===== src/rtl/keypad_pkg.sv =====
// Shared types and constants for the 4x4 keypad scanner.
// Latency: n/a (package only).
// Backpressure: n/a (package only).
package keypad_pkg;

    typedef enum logic [1:0] {
        SCAN     = 2'd0,
        DEBOUNCE = 2'd1,
        PRESSED  = 2'd2,
        HOLD     = 2'd3
    } state_t;

    localparam logic [3:0] ROW_IDLE = 4'b1110;
    localparam logic [3:0] COL_NONE = 4'hF;

    // Row-major key codes, indexed by {row_idx, col_index}.
    localparam logic [3:0] KEYMAP [0:15] = '{
        4'h1, 4'h2, 4'h3, 4'hA,
        4'h4, 4'h5, 4'h6, 4'hB,
        4'h7, 4'h8, 4'h9, 4'hC,
        4'hE, 4'h0, 4'hF, 4'hD
    };

    // True when exactly one column line is pulled low.
    function automatic logic single_low(input logic [3:0] c);
        int zeros;
        zeros = 0;
        for (int i = 0; i < 4; i++) begin
            if (!c[i]) zeros++;
        end
        return (zeros == 1);
    endfunction

    // Bit position of the low column; only meaningful when single_low() holds.
    function automatic logic [1:0] col_index(input logic [3:0] c);
        logic [1:0] idx;
        idx = 2'd0;
        for (int i = 0; i < 4; i++) begin
            if (!c[i]) idx = 2'(i);
        end
        return idx;
    endfunction

endpackage


===== src/rtl/keypad_scan_ctrl_sync.sv =====
// Two-flop synchroniser for asynchronous level inputs.
// Latency: 2 clk cycles from input change to q.
// Backpressure: none; samples every cycle.
//
// Ports: clk, rst (sync, active-high), d (async in), q (synchronised out).
module sync2 #(
    parameter int               WIDTH   = 4,
    parameter logic [WIDTH-1:0] RST_VAL = '1
) (
    input  logic             clk,
    input  logic             rst,
    input  logic [WIDTH-1:0] d,
    output logic [WIDTH-1:0] q
);

    logic [WIDTH-1:0] meta;

    always_ff @(posedge clk) begin
        if (rst) begin
            meta <= RST_VAL;
            q    <= RST_VAL;
        end else begin
            meta <= d;
            q    <= meta;
        end
    end

endmodule


===== src/rtl/keypad_scan_ctrl.sv =====
// 4x4 active-low keypad scanner: row scan, column debounce, one code per press.
// Latency: keyboard_en fires DEBOUNCE_CYC+1 cycles after the scan sample point.
// Backpressure: none; keyboard_en is a single-cycle strobe with no ready.
//
// Ports: clk, rst (sync, active-high), col (async active-low columns),
//        row (one-hot active-low drive), keyboard_en (press strobe),
//        keyboard_num (key code, held until next press), key_held.
module keypad_scan_ctrl
    import keypad_pkg::*;
#(
    parameter int SCAN_DIV     = 50000,
    parameter int DEBOUNCE_CYC = 500000
) (
    input  logic       clk,
    input  logic       rst,
    input  logic [3:0] col,
    output logic [3:0] row,
    output logic       keyboard_en,
    output logic [3:0] keyboard_num,
    output logic       key_held
);

    localparam int SW = (SCAN_DIV > 1) ? $clog2(SCAN_DIV) : 1;
    localparam int DW = (DEBOUNCE_CYC > 1) ? $clog2(DEBOUNCE_CYC) : 1;
    localparam logic [SW-1:0] SCAN_LAST = SW'(SCAN_DIV - 1);
    localparam logic [DW-1:0] DEB_LAST  = DW'(DEBOUNCE_CYC - 1);

    logic [3:0]    col_s;

    state_t        state,     state_nxt;
    logic [SW-1:0] dwell_cnt, dwell_nxt;
    logic [DW-1:0] deb_cnt,   deb_nxt;
    logic [1:0]    row_idx,   row_idx_nxt;
    logic [3:0]    lat_col,   lat_col_nxt;
    logic [3:0]    row_nxt;
    logic          en_nxt;
    logic [3:0]    num_nxt;
    logic          held_nxt;

    sync2 #(
        .WIDTH   (4),
        .RST_VAL (COL_NONE)
    ) u_col_sync (
        .clk (clk),
        .rst (rst),
        .d   (col),
        .q   (col_s)
    );

    always_comb begin
        state_nxt   = state;
        dwell_nxt   = dwell_cnt;
        deb_nxt     = deb_cnt;
        row_idx_nxt = row_idx;
        lat_col_nxt = lat_col;
        en_nxt      = 1'b0;
        num_nxt     = keyboard_num;
        held_nxt    = key_held;

        unique case (state)
            SCAN: begin
                if (dwell_cnt == SCAN_LAST) begin
                    dwell_nxt = '0;
                    // Multi-column patterns are ambiguous (ghosting), so
                    // they are treated like an idle row and skipped.
                    if (single_low(col_s)) begin
                        lat_col_nxt = col_s;
                        deb_nxt     = '0;
                        state_nxt   = DEBOUNCE;
                    end else begin
                        row_idx_nxt = row_idx + 2'd1;
                    end
                end else begin
                    dwell_nxt = dwell_cnt + 1'b1;
                end
            end

            DEBOUNCE: begin
                if (col_s == lat_col) begin
                    if (deb_cnt == DEB_LAST) begin
                        // Outputs are registered on entry to PRESSED so the
                        // strobe and code are high exactly during that cycle.
                        deb_nxt   = '0;
                        en_nxt    = 1'b1;
                        num_nxt   = KEYMAP[{row_idx, col_index(lat_col)}];
                        held_nxt  = 1'b1;
                        state_nxt = PRESSED;
                    end else begin
                        deb_nxt = deb_cnt + 1'b1;
                    end
                end else begin
                    deb_nxt     = '0;
                    dwell_nxt   = '0;
                    row_idx_nxt = row_idx + 2'd1;
                    state_nxt   = SCAN;
                end
            end

            PRESSED: begin
                deb_nxt   = '0;
                state_nxt = HOLD;
            end

            HOLD: begin
                // Row stays frozen; wait for a debounced all-released pattern.
                if (col_s == COL_NONE) begin
                    if (deb_cnt == DEB_LAST) begin
                        deb_nxt     = '0;
                        dwell_nxt   = '0;
                        held_nxt    = 1'b0;
                        row_idx_nxt = row_idx + 2'd1;
                        state_nxt   = SCAN;
                    end else begin
                        deb_nxt = deb_cnt + 1'b1;
                    end
                end else begin
                    deb_nxt = '0;
                end
            end

            default: begin
                state_nxt = SCAN;
            end
        endcase

        row_nxt = ~(4'b0001 << row_idx_nxt);
    end

    always_ff @(posedge clk) begin
        if (rst) begin
            state        <= SCAN;
            dwell_cnt    <= '0;
            deb_cnt      <= '0;
            row_idx      <= 2'd0;
            lat_col      <= COL_NONE;
            row          <= ROW_IDLE;
            keyboard_en  <= 1'b0;
            keyboard_num <= 4'h0;
            key_held     <= 1'b0;
        end else begin
            state        <= state_nxt;
            dwell_cnt    <= dwell_nxt;
            deb_cnt      <= deb_nxt;
            row_idx      <= row_idx_nxt;
            lat_col      <= lat_col_nxt;
            row          <= row_nxt;
            keyboard_en  <= en_nxt;
            keyboard_num <= num_nxt;
            key_held     <= held_nxt;
        end
    end

endmodule


===== config.mk =====
export PLATFORM = sky130hd
export DESIGN_NAME = keypad_scan_ctrl
export DESIGN_NICKNAME = d
export VERILOG_FILES = /design/src/rtl/keypad_pkg.sv /design/src/rtl/keypad_scan_ctrl_sync.sv /design/src/rtl/keypad_scan_ctrl.sv
export SDC_FILE = /design/constraint.sdc
export NUM_CORES = 1
export LEC_CHECK = 0
export BUFFER_PORTS_ARGS = -buffer_cell sky130_fd_sc_hd__clkbuf_2
export CORE_ASPECT_RATIO = 1.1
export CORE_MARGIN = 2
export CORE_UTILIZATION = 50
export DETAILED_ROUTE_END_ITERATION = 12
export PLACE_DENSITY = 0.7
export REMOVE_ABC_BUFFERS = 1
export SYNTH_ARGS = -nofsm -noshare
export SYNTH_HDL_FRONTEND = slang
export SYNTH_SLANG_ARGS = --single-unit

===== constraint.sdc =====
create_clock -name clk -period 2.8 [get_ports clk]
set_input_delay 0 -clock clk [delete_from_list [all_inputs] [get_ports clk]]
set_output_delay 0 -clock clk [all_outputs]
set_load 0.01 [all_outputs]

==> flow_summary.json, run 1 <==
{
  "syn_to_final_growth_pct": 14.9,
  "gr-total-overflow": 0,
  "fin_crit_sh": 0.950,
  "post_synth.cell_area_avg_sq_um": 8.71,
  "hpwl_um": 4830,
  "crit_path_frequent_cell": "buf_4",
  "synth_fa_ha_area_frac": 0.0533,
  "design.core.area_sq_mm": 0.00627,
  "met1_usage": 0.245,
  "die_w_um": 81.3,
  "critPathKind": "reg -> reg",
  "portBuffers": 15,
  "hold_ws_ps": 264,
  "yosysTopAreaCell": "dfxtp_1",
  "crit_required_ps": 3020,
  "hold_class": "in -> reg",
  "ys_seq_area_frac": 0.372,
  "yosysTopAreaCellShare": 0.372,
  "die_h_um": 89.0,
  "grt_pass1_vias": 2646,
  "htree_levels": 3,
  "hold_start": "rst",
  "detail_route.wl_per_cell_um": 14.0,
  "grt_pass1_wl_um": 11600,
  "final_util": 0.602,
  "yosys_warnings": 0,
  "place_area_sq_mm": 0.00352,
  "fillCellCount": 531,
  "setup_viol": 0,
  "worst_path_max_delay_cell": "or4_1",
  "max-vdd-ir-drop_mv": 0.410,
  "syn_inst": 377,
  "drc": 0,
  "met2_usage": 0.361,
  "synth_compound_area_frac": 0.158,
  "routed_wl_um": 6940,
  "drt_iter0_drc": 178,
  "start_kind": "register",
  "dp_cells": 475,
  "netlist_area_sq_mm": 0.00328,
  "synth_ff_type": "dfxtp_1",
  "finalClockSkew_ps": 8.82,
  "worst_pin_slew_ps": 647,
  "grt_max_degree": 35,
  "rsz0062_at_grt": "no",
  "r2r_slack_ps": 140,
  "cap_violations": 0,
  "cts_sinks": 61,
  "antenna_left": 0,
  "synth_area_leaders": "dfxtp_1 37%, ha_1 5.3%, nor2_1 5.3%, xor2_1 4.3%, a21oi_1 3.4%",
  "tritoncts": "done",
  "finalPower_mw": 1.85,
  "synth_top_family_by_area": "simple AND/OR/NAND/NOR gates",
  "grt_busiest_layer": "met2",
  "synth-seq-cells": 61,
  "rows": 30,
  "start_util": 0.524,
  "antenna_cells": 0,
  "worst_skew_pair.late_latency_ps": 340,
  "antenna_found_initial": 0,
  "status": "completed",
  "final_hold_viol_count": 0,
  "async_flop_share": 0,
  "worstPathCellList": "inv_1 > ha_4 > xnor2_1 > ha_1 > or2_4 > o211ai_1 > buf_4 > or4_1 > a21oi_2 > buf_4 > and4_1 > a21oi_1",
  "timing.final.crit_period_ps": 2660,
  "grtUsageMet3": 0.0556,
  "synthXorXnorAreaFrac": 0.0720,
  "startpoint": "u_col_sync.q[0]",
  "die-area_sq_mm": 0.00723,
  "viasPerCell": 5.65,
  "stdcell_area_sq_mm": 0.00377,
  "layoutNonFillerInstCount": 497,
  "cp_data_arrival_time_ps": 2880,
  "clk_pin_slew_ps": 60,
  "nets": 432,
  "gp_congestion": 0.827,
  "clock_path_buffers": 2,
  "drive_above_1_share": 0.187,
  "synth_cell_types": 58,
  "slowest_delay_ps": 420,
  "p_leak_nw": 1.46,
  "io_pins": 16,
  "synth_mux_area_frac": 0.0347,
  "setup.worst_path.end_class": "register",
  "clock.fmax_mhz": 376,
  "synthSimpleGateAreaFrac": 0.262,
  "clockRootBuffer": "clkbuf_8",
  "cts_buffers": 9,
  "finalMaxSlewViolations": 0,
  "vias": 2810,
  "power_density_mw_per_mm2": 490,
  "synth_edf_count": 0,
  "r2r-start": "u_col_sync.q[0]",
  "dr.pass1.iters": 4,
  "slew_headroom": 0.569,
  "worstPathMaxFanout": 5,
  "grt_usage": 0.208
}
path summary, 6_finish.rpt:
| path | to | depth (start not counted) |
|---|---|---|
| hold / removal | keyboard_num[0] | 2 |
| setup / recovery | row[2] | 12 |
| setup reg to reg | row[2] | 12 |
| hold reg to reg | u_col_sync.q[1] | 1 |
worst max-delay path, delay by kind of cell, from the launching register on:
kind / cells / cell delay, ps
flops: 1 / 320
fa+ha+maj: 2 / 530
compound gates: 3 / 390
simple gates: 3 / 750
buf+inv: 3 / 430
xor+xnor: 1 / 120
registers in the layout, indices dropped and copies added (netlist names), named ones only:
register / cells
u_col_sync.meta: 4
state: 1
u_col_sync.q: 4
keyboard_num: 4
row: 4
key_held: 1
dwell_cnt: 16
lat_col: 4
keyboard_en: 1
deb_cnt: 19
row_idx: 2
repair_timing:
| item | in CTS | in global routing |
|---|---|---|
| hold buffers | 4 | 0 |
| endpoints found under the setup margin | 0 | 30 |
| endpoints found under the hold margin | 4 | 0 |
| buffers inserted | 0 | 2 |
| gates resized for setup | 0 | 6 |
layer usage:
metal	routed length [um]	share of wire	up-vias
li1	-	-	1424
met1	3140	0.45	1333
met2	3460	0.50	42
met3	229	0.033	11
met4	105	0.015	0
met5	0	0	-
cell usage in the layout, fill, tap and decap left out, types with 14 or more instances in the layout:
cell	n
a21oi_1	22
buf_4	22
clkbuf_2	15
dfxtp_1	61
inv_1	17
nand2_1	20
nand3_1	17
nand4_1	14
nor2_1	45
xor2_1	16
area by class of cell:
| type | count | area (sq um) | share of cell area |
|---|---|---|---|
| Clock buffer | 11 | 151 | 0.0401 |
| Clock inverter | 5 | 25.0 | 0.00663 |
| Inverter | 17 | 63.8 | 0.0169 |
| Multi-Input combinational cell | 282 | 1930 | 0.512 |
| Sequential cell | 61 | 1220 | 0.323 |
| Tap cell | 80 | 100 | 0.0265 |
| Timing Repair Buffer | 41 | 280 | 0.0742 |
cells by family (layout without fill, tap and decap cells):
| kind of cell | after synthesis | count (layout) |
|---|---|---|
| compound gates | 71 | 71 |
| buf+inv | 34 | 74 |
| flops | 61 | 61 |
| xor+xnor | 27 | 27 |
| mux | 10 | 10 |
| fa+ha+maj | 14 | 14 |
| simple gates | 160 | 160 |
through the flow:
| step | setup TNS, ps | setup WS (ps) |
|---|---|---|
| after floorplan | -2580 | -181 |
| after global placement | 0 | 107 |
| after detailed placement | 0 | 50.5 |
| after CTS | 0 | 15.7 |
| after global routing | 0 | 12.9 |
| final | 0 | 140 |
report_power, final:
part / internal, mW / switching (mW)
sequential: 0.894 / 0.0261
clock: 0.361 / 0.350
combinational: 0.0864 / 0.131
Yosys cell counts (2+ instances only):
library cell / instances
and4_1: 4
nand2b_1: 4
a211oi_1: 4
o211ai_1: 6
ha_1: 14
a2111oi_2: 2
o21ai_0: 10
nor4bb_1: 3
a41oi_1: 2
o31ai_1: 2
clkbuf_1: 9
nor4_1: 3
and3_1: 8
nor4b_1: 3
mux2i_1: 8
a21oi_1: 22
or3_1: 6
a21oi_2: 2
nor3_1: 7
nand3b_1: 2
a31oi_1: 3
nor2_1: 46
buf_2: 5
xnor2_1: 11
xor2_1: 16
nand4b_1: 2
o21a_1: 2
or2_2: 9
nand2_1: 20
or4_1: 4
buf_6: 3
a211o_1: 4
inv_1: 17
nand4_1: 14
nand3_1: 17
dfxtp_1: 61
Power figures use the tool's default switching activity.
==> run 2, diff against run 1 <==
--- a/config.mk
+++ b/config.mk
@@ -6,12 +6,14 @@
 export NUM_CORES = 1
 export LEC_CHECK = 0
 export BUFFER_PORTS_ARGS = -buffer_cell sky130_fd_sc_hd__clkbuf_2
-export CORE_ASPECT_RATIO = 1.1
+export CORE_ASPECT_RATIO = 0.9
 export CORE_MARGIN = 2
 export CORE_UTILIZATION = 50
 export DETAILED_ROUTE_END_ITERATION = 12
+export GPL_TIMING_DRIVEN = 0
 export PLACE_DENSITY = 0.7
 export REMOVE_ABC_BUFFERS = 1
+export SETUP_SLACK_MARGIN = 0.4
 export SYNTH_ARGS = -nofsm -noshare
 export SYNTH_HDL_FRONTEND = slang
 export SYNTH_SLANG_ARGS = --single-unit
==> flow_summary.json, run 2 (synthesis results as in run 1) <==
{
  "design.core.area_sq_mm": 0.00648,
  "timing.final.crit_period_ps": 2660,
  "crit_required_ps": 3080,
  "antenna_found_initial": 0,
  "clock_path_buffers": 2,
  "die-area_sq_mm": 0.00723,
  "clock.fmax_mhz": 376,
  "dr.pass1.iters": 4,
  "mostFrequentLayoutCell": "dfxtp_1",
  "grt_pass1_wl_um": 11800,
  "setup-tns-final_ps": 0,
  "antenna_cells": 0,
  "rows": 28,
  "regMostFlops": "deb_cnt",
  "dpl_worst_slack_ps": -832,
  "regArea_sq_mm": 0.00122,
  "cp_data_arrival_time_ps": 2940,
  "detail_route.wl_per_cell_um": 14.2,
  "finalMaxSlewViolations": 0,
  "nets": 439,
  "layout_common_cells": "58 x dfxtp_1, 45 x nor2_1, 20 x nand2_1, 20 x a21oi_1, 19 x buf_4",
  "stdcell_area_sq_mm": 0.00404,
  "hold_start": "rst",
  "setup_viol": 0,
  "hpwl_um": 4380,
  "critPathKind": "reg -> reg",
  "dp_cells": 465,
  "setup.worst_path.end_class": "register",
  "drc": 0,
  "slew_headroom": 0.529,
  "cts_sinks": 61,
  "htree_levels": 3,
  "gr-total-overflow": 0,
  "p_switching_mw": 0.537,
  "fillCellCount": 542,
  "power_density_mw_per_mm2": 469,
  "multi_input_area_sq_mm": 0.00208,
  "finalClockSkew_ps": 12.2,
  "cap_violations": 0,
  "portBuffers": 15,
  "worst_pin_slew_ps": 706,
  "final.setup.worst_slack_ps": 144,
  "drt_iter0_drc": 191,
  "clk_pin_slew_ps": 70,
  "status": "completed",
  "tritoncts": "done",
  "grt_pass1_vias": 2642,
  "gp_congestion": 0.805,
  "startpoint": "u_col_sync.q[1]",
  "routed_wl_um": 7300,
  "clkPwrFrac": 0.372,
  "r2r-start": "u_col_sync.q[1]",
  "drive_above_1_share": 0.250,
  "largest_register_ffs": 19,
  "r2r_slack_ps": 140,
  "hold_class": "in -> reg",
  "rsz0062_at_grt": "yes",
  "start_kind": "register",
  "die_h_um": 80.9,
  "grt_usage": 0.209,
  "largest_registers": "deb_cnt: 19 flops, dwell_cnt: 16 flops",
  "antenna_left": 0,
  "syn_to_final_growth_pct": 22.9,
  "fin_crit_sh": 0.949,
  "clockRootBuffer": "clkbuf_8",
  "io_pins": 16,
  "final_hold_viol_count": 0,
  "p_sw_frac": 0.284,
  "layoutNonFillerInstCount": 514,
  "finalPower_mw": 1.89,
  "place_area_sq_mm": 0.00338,
  "worstPathMaxFanout": 5,
  "start_util": 0.507,
  "sequentialPowerShare": 0.487,
  "vias": 2858,
  "die_w_um": 89.4,
  "worst_skew_pair.late_latency_ps": 340,
  "viasPerCell": 5.56,
  "grt_max_degree": 35,
  "cts_buffers": 9,
  "comb_power_share": 0.141,
  "p_int_mw": 1.35,
  "max-vdd-ir-drop_mv": 0.348,
  "p_leak_nw": 1.51
}
## run 2: cell types whose count changed in the layout (fill, tap and decap cells not counted), sizes merged
cell and delta:
buf +6, clkinv -3, clkinvlp +3, nor2 +1
## run 2: area by class of cell
cell class              instances  share of cell area
repair buffers                 47              0.0933
inverters                      17              0.0158
flip-flops and latches         61               0.304
well taps                      90              0.0279
clock inverters                 5             0.00899
multi-input cells             283               0.515
clock buffers                  11              0.0350
## run 2: per-layer routing
layer / track usage / routed length, um / share of wire / vias up
li1: - / - / - / 1439
met1: 0.270 / 3340 / 0.46 / 1359
met2: 0.337 / 3580 / 0.49 / 52
met3: 0.0711 / 311 / 0.043 / 8
met4: 0.0507 / 65 / 0.0089 / 0
met5: 0 / 0 / 0 / -
## run 2: timing repair
| item | CTS | global route |
|---|---|---|
| setup buffers | 23 | 5 |
| pin swaps | 23 | 12 |
| endpoints found under the hold margin | 4 | 0 |
| resized for setup | 27 | 17 |
| gates cloned | 0 | 1 |
| setup endpoints to repair | 47 | 34 |
| hold buffers | 4 | 0 |
## run 2: critical path, cell delays in order (launching register included)
cell and delay, ps:
dfxtp_2 340, inv_2 50, ha_4 250, xnor2_2 130, ha_1 280, or2_4 270
o211ai_1 170, buf_4 170, o21a_4 150, buf_12 110, nor2_4 50, buf_6 140
or3_4 360, a21oi_2 120
## run 2: power groups by stage
stage / combinational [mW] / clock [mW] / sequential, mW
floorplan: 0.138 / 0 / 0.936
global placement: 0.184 / 0 / 0.940
detailed placement: 0.187 / 0 / 0.940
CTS: 0.244 / 0.718 / 0.921
global route: 0.292 / 0.766 / 0.927
finish: 0.267 / 0.703 / 0.922
## run 2: path summary, 6_finish.rpt
check                                       end  cells after the start
worst max-delay path                 deb_cnt[6]                     13
worst min-delay path                   key_held                      2
worst max register to register       deb_cnt[6]                     13
worst min register to register  u_col_sync.q[0]                      1
## run 2: stage by stage
step | util | hold WS, ps
floorplan | - | 69.1
global placement | 0.521 | 186
finish | 0.623 | 302
global route | 0.623 | 360
detailed placement | 0.521 | 186
CTS | 0.601 | 270
